<file path="config.mk">
export PLATFORM = sky130hd
export DESIGN_NAME = dmux8way16_buffered
export DESIGN_NICKNAME = d
export VERILOG_FILES = /design/src/rtl/dmux8way16_buffered.sv
export SDC_FILE = /design/constraint.sdc
export NUM_CORES = 1
export LEC_CHECK = 0
export CAP_MARGIN = 0
export CORE_AREA = 2 2 85 168
export CTS_BUF_LIST = sky130_fd_sc_hd__clkbuf_16
export DETAILED_ROUTE_END_ITERATION = 12
export DIE_AREA = 0 0 87 170
export GPL_ROUTABILITY_DRIVEN = 0
export GPL_TIMING_DRIVEN = 0
export HOLD_SLACK_MARGIN = 0.1
export PLACE_DENSITY_LB_ADDON = 0.3
export SLEW_MARGIN = 20
export SYNTH_ARGS = -nofsm -noshare
export SYNTH_HDL_FRONTEND = slang
export SYNTH_SLANG_ARGS = --single-unit
</file>
<file path="constraint.sdc">
create_clock -name clk -period 3.1 [get_ports clk]
set_clock_uncertainty 0.15 [all_clocks]
set_input_delay 0.62 -clock clk [delete_from_list [all_inputs] [get_ports clk]]
set_output_delay 0.62 -clock clk [all_outputs]
set_load 0.02 [all_outputs]
</file>
<file path="src/rtl/dmux8way16_buffered.sv">
// Steers one input word into one of eight 1-entry lane buffers, or into all of them at once.
// Latency: 1 cycle, input edge to lane out_valid. Backpressure: in_ready = target lane(s) free.
// Backpressure: a lane draining this edge counts as free; a broadcast waits until all 8 lanes are free.
module dmux8way16_buffered #(
    parameter int WIDTH = 16
) (
    input  logic             clk,
    input  logic             reset,
    input  logic [0:WIDTH-1] in,
    input  logic [2:0]       sel,
    input  logic             broadcast,
    input  logic             in_valid,
    output logic             in_ready,
    output logic [0:WIDTH-1] a,
    output logic [0:WIDTH-1] b,
    output logic [0:WIDTH-1] c,
    output logic [0:WIDTH-1] d,
    output logic [0:WIDTH-1] e,
    output logic [0:WIDTH-1] f,
    output logic [0:WIDTH-1] g,
    output logic [0:WIDTH-1] h,
    output logic [7:0]       out_valid,
    input  logic [7:0]       out_ready,
    output logic [15:0]      count
);

    logic [0:WIDTH-1] lane_q [8];
    logic [0:WIDTH-1] lane_d [8];
    logic [7:0]       vld_q;
    logic [7:0]       vld_d;
    logic [15:0]      cnt_q;
    logic [15:0]      cnt_d;

    logic [7:0] lane_free;
    logic [7:0] lane_sel;
    logic [7:0] lane_wr;
    logic [7:0] lane_drain;
    logic       in_xfer;

    assign lane_free  = ~vld_q | out_ready;
    assign lane_sel   = 8'b0000_0001 << sel;
    assign lane_drain = vld_q & out_ready;

    always_comb begin
        in_ready = 1'b0;
        if (!reset) begin
            in_ready = broadcast ? (&lane_free) : lane_free[sel];
        end
    end

    assign in_xfer = in_valid & in_ready;
    assign lane_wr = in_xfer ? (broadcast ? 8'hFF : lane_sel) : 8'h00;

    // A write wins over a drain on the same lane: the slot refills in the edge it empties.
    always_comb begin
        vld_d = vld_q;
        for (int k = 0; k < 8; k++) begin
            lane_d[k] = lane_q[k];
            if (lane_wr[k]) begin
                lane_d[k] = in;
                vld_d[k]  = 1'b1;
            end else if (lane_drain[k]) begin
                vld_d[k]  = 1'b0;
            end
        end
        cnt_d = cnt_q + {15'd0, in_xfer};
    end

    always_ff @(posedge clk) begin
        if (reset) begin
            for (int k = 0; k < 8; k++) begin
                lane_q[k] <= '0;
            end
            vld_q <= 8'h00;
            cnt_q <= 16'h0000;
        end else begin
            for (int k = 0; k < 8; k++) begin
                lane_q[k] <= lane_d[k];
            end
            vld_q <= vld_d;
            cnt_q <= cnt_d;
        end
    end

    assign a         = lane_q[0];
    assign b         = lane_q[1];
    assign c         = lane_q[2];
    assign d         = lane_q[3];
    assign e         = lane_q[4];
    assign f         = lane_q[5];
    assign g         = lane_q[6];
    assign h         = lane_q[7];
    assign out_valid = vld_q;
    assign count     = cnt_q;

endmodule

</file>
After elaboration in Yosys (flattened, before gate mapping)
Memories as Yosys holds them, arrays and structs flattened. Cells that the tools add are included.

Register bits: 24. RAM bits: 128. Input port bits: 31. Memories kept: 1.

Add/subtract/negate cells: 1. Order comparisons: 1. Shift operators: 1. Mux-type cells: 41. Bitwise gates (word level): 12. Reduce and logical (&&, ||, !) cells: 9.

Memories: lane_q (words 8, bits a word 16, rd ports 8, clocked after Yosys merged registers in 0, wr ports 8, line 27) `logic [0:WIDTH-1] lane_q [8];`.

Operators by type and width (count): two-way mux 16 bit (16); two-way mux 1 bit (22); adder 16 x 1 -> 16 bit (1); two-way mux 8 bit (2); nonzero test 2 bit (8); bitwise AND 8 bit (1); inverter 8 bit (1); OR 1 bit (8); OR 8 bit (1); AND reduction 8 bit (1); left shift 1 x 3 -> 8 bit, first input constant (1); < comparator 3 x 4 -> 1 bit, second input constant (1); binary-select mux 1 bit (select 3 bit) (1); bitwise AND 1 bit (1).

Logic depth before layout (Yosys ltp)
Depth in word-level cells: 10. Depth in mapped cells: 15. Mapped depth without buffers: 12.

Worst setup path before layout
OpenSTA, ideal clock, no wires.

Path kind: input-to-reg. Start: input port sel[0]. End: register cnt_q[12] (netlist: count[12]). Library setup time: 0.128 ns. Arrival time: 2.835 ns. Slack: -0.013 ns. Cell stages on the path: 14. Buffers on the path: 2. Cells stage by stage: nor2b_2 -> a222oi_1 -> o2111a_1 -> o31a_1 -> buf_6 -> buf_6 -> ha_1 -> ha_1 -> inv_1 -> nor2_1 -> and2_1 -> nand3_1 -> xor2_1 -> nor2_1.

Cells in the longest elaborated chain, start to end: 6.

Ends and longest elaborated chain: start: declaration (line 10) `input logic [2:0] sel,`; binary-select mux 1 bit (select 3 bit) (line 47) `in_ready = broadcast ? (&lane_free) : lane_free[sel];`; two-way mux 1 bit (not written as such) (line 47); two-way mux 1 bit (line 47); two-way mux 1 bit (line 46) `if (!reset) begin`; bitwise AND 1 bit (line 51) `assign in_xfer = in_valid & in_ready;`; adder 16 x 1 -> 16 bit (line 66) `cnt_d = cnt_q + {15'd0, in_xfer};`; end signal: assignment (line 81) `cnt_q <= cnt_d;`; end: declaration (line 31) `logic [15:0] cnt_q;`.

Every way passes these cells. The select of a mux whose other input is x is not followed. A chain may end at the register's enable or synchronous reset.

Final worst setup path
Start: input port out_ready[1]. End: register cnt_q[14] (netlist: count[14]).

Cells in the longest elaborated chain, start to end: 7. Elaborated cells between the ends (all ways): 8.

Ends and longest elaborated chain: start: declaration (line 23) `input logic [7:0] out_ready,`; OR 8 bit * (line 40) `assign lane_free = ~vld_q | out_ready;`; binary-select mux 1 bit (select 3 bit) (line 47); two-way mux 1 bit (not written as such) (line 47); two-way mux 1 bit * (line 47); two-way mux 1 bit * (line 46); bitwise AND 1 bit * (line 51); adder 16 x 1 -> 16 bit * (line 66).

Every way passes the cells marked *; elsewhere a longest branch is shown, timed or not. The select of a mux whose other input is x is not followed.

==> flow_summary_export.csv <==
group,metric,value,unit
clocking,clockRootBuffer,"clkbuf_16",
routing,first_pass_iters,4,
timing,rsz0062_at_grt,"yes",
synth,avgSynthCellArea,11.70,µm²
routing,drtIter0Drc,269,
clocking,clockBufferDepth,2,
global_route,grtUsageTotal,23.49,%
setup_path,critPathArrivalTime,3.19,ns
synth,synth_area,5404,µm²
final_layout,area_delta_synth_final,48.74,%
timing,setup_viol,0,
timing,hold_violations,0,
routing,drc,0,
timing,post-route-period-util,98.42,%
power_and_ir_drop,vdd_drop_max,448.3,µV
final_layout,final_util,59.81,%
final_layout,diodes,0,
synth,syn_inst,462,
synth,syn_nets,495,
clocking,hold_buffers,0,
floorplanning,die_w,87,µm
global_route,grt_pass1_wl,26.22,mm
global_route,antenna_found_initial,0,
routing,via_per_inst,5.458,
synth,post-synth-top-count-cell,"dfxtp_1",
clocking,cts.sinks,152,
clocking,cts_max_level,4,
synth,synth_seq_cells,152,
final_layout,drive_gt1_share,11.24,%
clocking,clk_pin_slew,0.06,ns
synth,synth_top_area_share,56.31,%
run,drv_cap,0,
global_route,grt_pass1_vias,4562,
global_route,gr-total-overflow,0,
power_and_ir_drop,power_density,591.6,nW/µm²
synth,synth_top_area_cell,"dfxtp_1",
timing,slew_violations,0,
timing,slew_headroom,58.49,%
routing,num_vias,4536,
synth,seq_area_frac_synth,56.31,%
synth,ys_types,36,
setup_path,start_kind,"input port",
placed_design,hpwl,12.89,mm
setup_path,worstPathMaxFanout,3,
floorplanning,start_util,40.21,%
hold_path,hold_path_class,"flop to flop",
timing,fin_tns_setup,0,ns
power_and_ir_drop,total_leakage_power,3.070,nW
timing,period_minus_slack,3.051,ns
setup_path,crit_path_end_kind,"flop",
synth,synth_common_cells,"dfxtp_1, a22o_1, nor2b_1",
routing,wl_per_cell,20.91,µm
outcome,outcome,"finished clean",
final_layout,nets,697,
power_and_ir_drop,finalPower,0.004755,W
routing,antenna_left,0,
floorplanning,fp.dieH,170,µm
synth,ys_warn_count,0,
global_route,grt_start_max_net_pins,19,
synth,ys_top_cells_by_area,"dfxtp_1, a22o_1, buf_6, nor2b_1, a21oi_4",
timing,worst_pin_slew,0.6227,ns
synth,synth_flop_cell,"dfxtp_1",
synth,ys_async_sr_fraction,0,%
clocking,cts_tree,"built",
floorplanning,io_pins,184,
setup_path,critPathRequiredTime,3.24,ns
setup_path,path_class,"input port to flop",
clocking,clock_latency,0.41,ns
routing,drt-total-wl,17.38,mm
floorplanning,die_area,14790,µm²
timing,fmax,327.8,MHz
clocking,cts_buffers,17,
floorplanning,num_rows,60,
placed_design,io_buffer_count,182,
floorplanning,core_area,13440,µm²
synth,synth_edf_count,0,
[layout make-up]
type / instances / area (µm²)
fill: 1121 / 5400
sequential: 152 / 3043
multi-input combinational: 260 / 2057
timing repair buffer: 184 / 1829
clock buffer: 17 / 425.4
buffer: 47 / 319.1
tap: 155 / 193.9
clock inverter: 14 / 162.7
inverter: 2 / 7.507
[power by group]
group | internal [W] | total [W] | leakage (nW) | switching (W)
clock | 0.00120 | 0.00207 | 0.276 | 0.000863
combinational | 0.000278 | 0.000611 | 1.56 | 0.000332
sequential | 0.00203 | 0.00208 | 1.23 | 0.0000491
[what timing repair did]
action,CTS,global route
pin swaps,1,3
hold endpoints to repair,0,0
buffers inserted,1,1
setup endpoints to repair,13,5
gates resized for setup,8,6
[final timing paths]
path / start / endpoint / slack [ns] / depth (start not counted)
hold reg to reg: lane_q[1][15] / lane_q[1][15] / 0.32 / 1
setup / recovery: out_ready[1] / count[14] / 0.05 / 14
hold / removal: lane_q[1][15] / lane_q[1][15] / 0.32 / 1
setup reg to reg: out_valid[1] / count[14] / 0.37 / 13
[layer usage]
layer  GRT usage (%)  vias to the layer above  wire [µm]
met2           43.45                      191       9620
met1           24.82                     2203       6251
met5               0                        -          0
met3           5.868                       33       1009
li1                -                     2109          -
met4           8.764                        0        499
[state kept, by name, summed over array words and instances, names as in the netlist]
register / flops
lane_q: 128
count: 16
out_valid: 8
[kinds of logic after synthesis]
group           count (synthesis)  share of synthesized area (%)
compound gates                159                          26.30
xor+xnor                       14                          2.269
fa+ha+maj                       2                         0.4630
buf+inv                        50                          6.089
flops                         152                          56.31
simple gates                   85                          8.567
[critical path, stage by stage]
cell,delay (ns)
clkdlybuf4s50_1,0.51
nor2b_1,0.06
a222oi_1,0.31
o2111a_1,0.30
o31a_1,0.20
buf_12,0.12
ha_2,0.18
ha_2,0.20
inv_1,0.07
nor2_4,0.13
and2_4,0.17
nand3_1,0.09
xor2_1,0.16
nor2_1,0.06
[cells in the final DEF, fill, tap and decap left out, types with 6 or more instances in the layout]
master,count
nand3_1,9
buf_6,15
a21o_1,6
buf_2,11
clkdlybuf4s50_1,179
xor2_1,10
a32o_1,6
nor2b_1,24
a21oi_4,7
inv_6,6
a22o_1,121
and2_1,7
dfxtp_1,152
nand2b_1,7
nor2_1,18
o21bai_1,8
clkbuf_16,17
buf_1,16
[through the flow]
step                setup WS [ns]  hold WS, ns  cell area [µm²]  instances
floorplan                 0.01202       0.3960             5406        462
global placement          -0.8431       0.3025             7422        799
detailed placement        -0.9254       0.3030             7422        799
CTS                       0.01677       0.3232             8018        830
global route             -0.04847       0.3409             8038        831
finish                    0.04889       0.3165             8038        831
(Power assumes the default switching activity.)
==> patch, RTL diff (same settings) <==
Put one more register stage on the output `count`, without a reset. The value now appears one clock later. The other outputs are not delayed to match.
--- a/src/rtl/dmux8way16_buffered.sv
+++ b/src/rtl/dmux8way16_buffered.sv
@@ -93,3 +93,5 @@
     assign out_valid = vld_q;
-    assign count     = cnt_q;
+    always_ff @(posedge clk) begin
+        count <= cnt_q;
+    end
 
Check against the original RTL: not equivalent (a bounded check fails within 4 cycles, from zero or initial values and one cycle with reset high).
==> patch against the original RTL <==
Maximum frequency decreased by 0.89%; power rose by 24%; synthesized area rose by 49%; sequential cell count is 16 higher; global-route usage up 17 points; largest cell class is now multi-input combinational cells; core utilization grew 22 points; worst setup slack got worse by 0.027 ns; cell area rose by 36%; wire length increased by 77%; sequential power increased by 17%; non-clock buffer count rose by 59; combinational power is 110% higher.
==> patch: results (changes against the original RTL) <==
<table>
<tr><th>Metric</th><th>Value</th></tr>
<tr><th colspan="2">Placement</th></tr>
<tr><td>Worst slack after detailed placement</td><td>-0.859 ns (+0.0662 ns)</td></tr>
<tr><td>Half-perimeter wire length after placement</td><td>20.6 mm (+60%)</td></tr>
<tr><th colspan="2">Pwr</th></tr>
<tr><td>Leakage</td><td>3.87 nW (+26%)</td></tr>
<tr><th colspan="2">Critical path</th></tr>
<tr><td>Critical Path AT</td><td>2.31 ns (-0.88 ns)</td></tr>
<tr><td>Launch point of the worst reg-to-reg path</td><td>out_valid[4]</td></tr>
<tr><td>Maximum fanout along the worst path</td><td>10 (+7)</td></tr>
<tr><th colspan="2">Logic synthesis</th></tr>
<tr><td>Count of distinct cell types in the synthesized netlist</td><td>44 (+22%)</td></tr>
<tr><td>Commonest cells in the netlist</td><td>201 x sky130_fd_sc_hd__nand2_1, 168 x sky130_fd_sc_hd__dfxtp_1, 76 x sky130_fd_sc_hd__nor2_1</td></tr>
<tr><td>Synthesized area per cell</td><td>7.86 µm² (-33%)</td></tr>
<tr><td>Number of nets produced by synthesis</td><td>1060 (+110%)</td></tr>
<tr><td>Register area share after synthesis</td><td>41.6% (-15 points)</td></tr>
<tr><td>Cell types occupying the most area after synthesis</td><td>sky130_fd_sc_hd__dfxtp_1 42%, sky130_fd_sc_hd__nand2_1 9.3%, sky130_fd_sc_hd__o211ai_1 5.9%, sky130_fd_sc_hd__o221ai_1 5.2%, sky130_fd_sc_hd__a21oi_1 4.5%</td></tr>
<tr><th colspan="2">Run status</th></tr>
<tr><td>Run status</td><td>completed</td></tr>
<tr><th colspan="2">Cells and area</th></tr>
<tr><td>Count of nets after finishing</td><td>1268 (+82%)</td></tr>
<tr><td>Share of final-layout standard cells stronger than drive strength 1</td><td>8.41% (-2.8 points)</td></tr>
<tr><td>Number of filler cells placed in the layout</td><td>852 (-24%)</td></tr>
<tr><td>Final cell count without fillers</td><td>1404 (+69%)</td></tr>
<tr><th colspan="2">Global routing</th></tr>
<tr><td>First-pass GRT wire length</td><td>46.1 mm (+76%)</td></tr>
<tr><td>Antenna violations before repair</td><td>2 (+2)</td></tr>
<tr><td>Via count of the first global-routing pass</td><td>8811 (+93%)</td></tr>
<tr><td>Aggregate global-route resource usage</td><td>40.6% (+17 points)</td></tr>
<tr><th colspan="2">Detailed routing</th></tr>
<tr><td>1st-pass router iterations</td><td>11 (+7)</td></tr>
<tr><td>1st-iter DRT viols</td><td>1637 (+510%)</td></tr>
<tr><td>Routed wirelength normalized by instance count</td><td>21.9 µm (+4.7%)</td></tr>
<tr><th colspan="2">Clock network</th></tr>
<tr><td>Clk slew on worst S/H paths</td><td>0.08 ns (+0.02 ns)</td></tr>
</table>
==> patch: changes by cell type after synthesis, sizes merged, moves of 16 or more <==
cell / unedited run / this run
a21oi: 10 / 72
a22o: 121 / 2
a31oi: 1 / 50
clkbuf: 4 / 66
dfxtp: 152 / 168
inv: 2 / 23
mux2i: 0 / 16
nand2: 5 / 201
nand3: 9 / 70
nor2: 20 / 76
nor2b: 26 / 54
o211ai: 1 / 64
o221ai: 0 / 48
o22a: 0 / 16
==> patch: stage by stage <==
step / cell area [µm²] / utilization (%)
after floorplan: 8140 / -
after global placement: 10100 / 75.3
after detailed placement: 10100 / 75.3
after CTS: 10800 / 80.7
after global routing: 10900 / 81.4
final: 10900 / 81.4
==> patch: worst max-delay path, cell delays in order <==
cell                              delay (ns)
sky130_fd_sc_hd__clkdlybuf4s50_1        0.44
sky130_fd_sc_hd__nand2b_2               0.25
sky130_fd_sc_hd__o221a_2                0.29
sky130_fd_sc_hd__clkbuf_4               0.20
sky130_fd_sc_hd__a21o_1                 0.17
sky130_fd_sc_hd__dlygate4sd2_1          0.33
==> patch: final timing paths <==
kind | end | slack, ns | cells after the start
hold / removal | count[15] | 0.22 | 0
hold reg to reg | count[15] | 0.22 | 0
setup / recovery | in_ready | 0.02 | 6
setup reg to reg | cnt_q[10] | 0.21 | 10
==> patch: area by class of cell <==
class                   instances  share of cell area, %
well taps                     155                   1.77
inverters                      23                  0.789
clock buffers                  17                   3.89
plain buffers                 100                   5.03
clock inverters                15                   1.64
multi-input cells             735                   38.9
diodes                          1                 0.0229
flip-flops and latches        168                   30.7
repair buffers                190                   17.2
==> patch: what timing repair did <==
item / 4_1_cts / 5_1_grt
endpoints found under the hold margin: 0 / 0
pin swaps: 8 / 11
endpoints found under the setup margin: 8 / 7
setup buffers: 7 / 4
cloned: 0 / 0
resized for setup: 20 / 23
==> patch: cells by family (layout without fill, tap and decap cells) <==
family | after synthesis | after routing | synth area share, %
AO/OA/AOI/OAI | 276 | 276 | 23.7
other | 0 | 1 | 0
multiplexers | 16 | 16 | 1.98
AND/OR/NAND/NOR | 432 | 432 | 23.9
adder cells (fa/ha/maj) | 2 | 2 | 0.310
XOR/XNOR | 9 | 9 | 0.976
flip-flops | 168 | 168 | 41.6
buffers and inverters | 124 | 345 | 7.55
==> patch: where the power goes <==
part           switching (mW)  internal (mW)  total (mW)
Clock                    1.03           1.16        2.19
Sequential              0.105           2.32        2.43
Combinational           0.758          0.531        1.29
==> patch: metal layers <==
layer	GRT usage, %	vias up	routed length (µm)
met2	67.5	800	14700
met1	42.3	4280	9740
met4	30.3	2	2870
met5	0	-	11
met3	11.3	275	3440
li1	-	4058	-
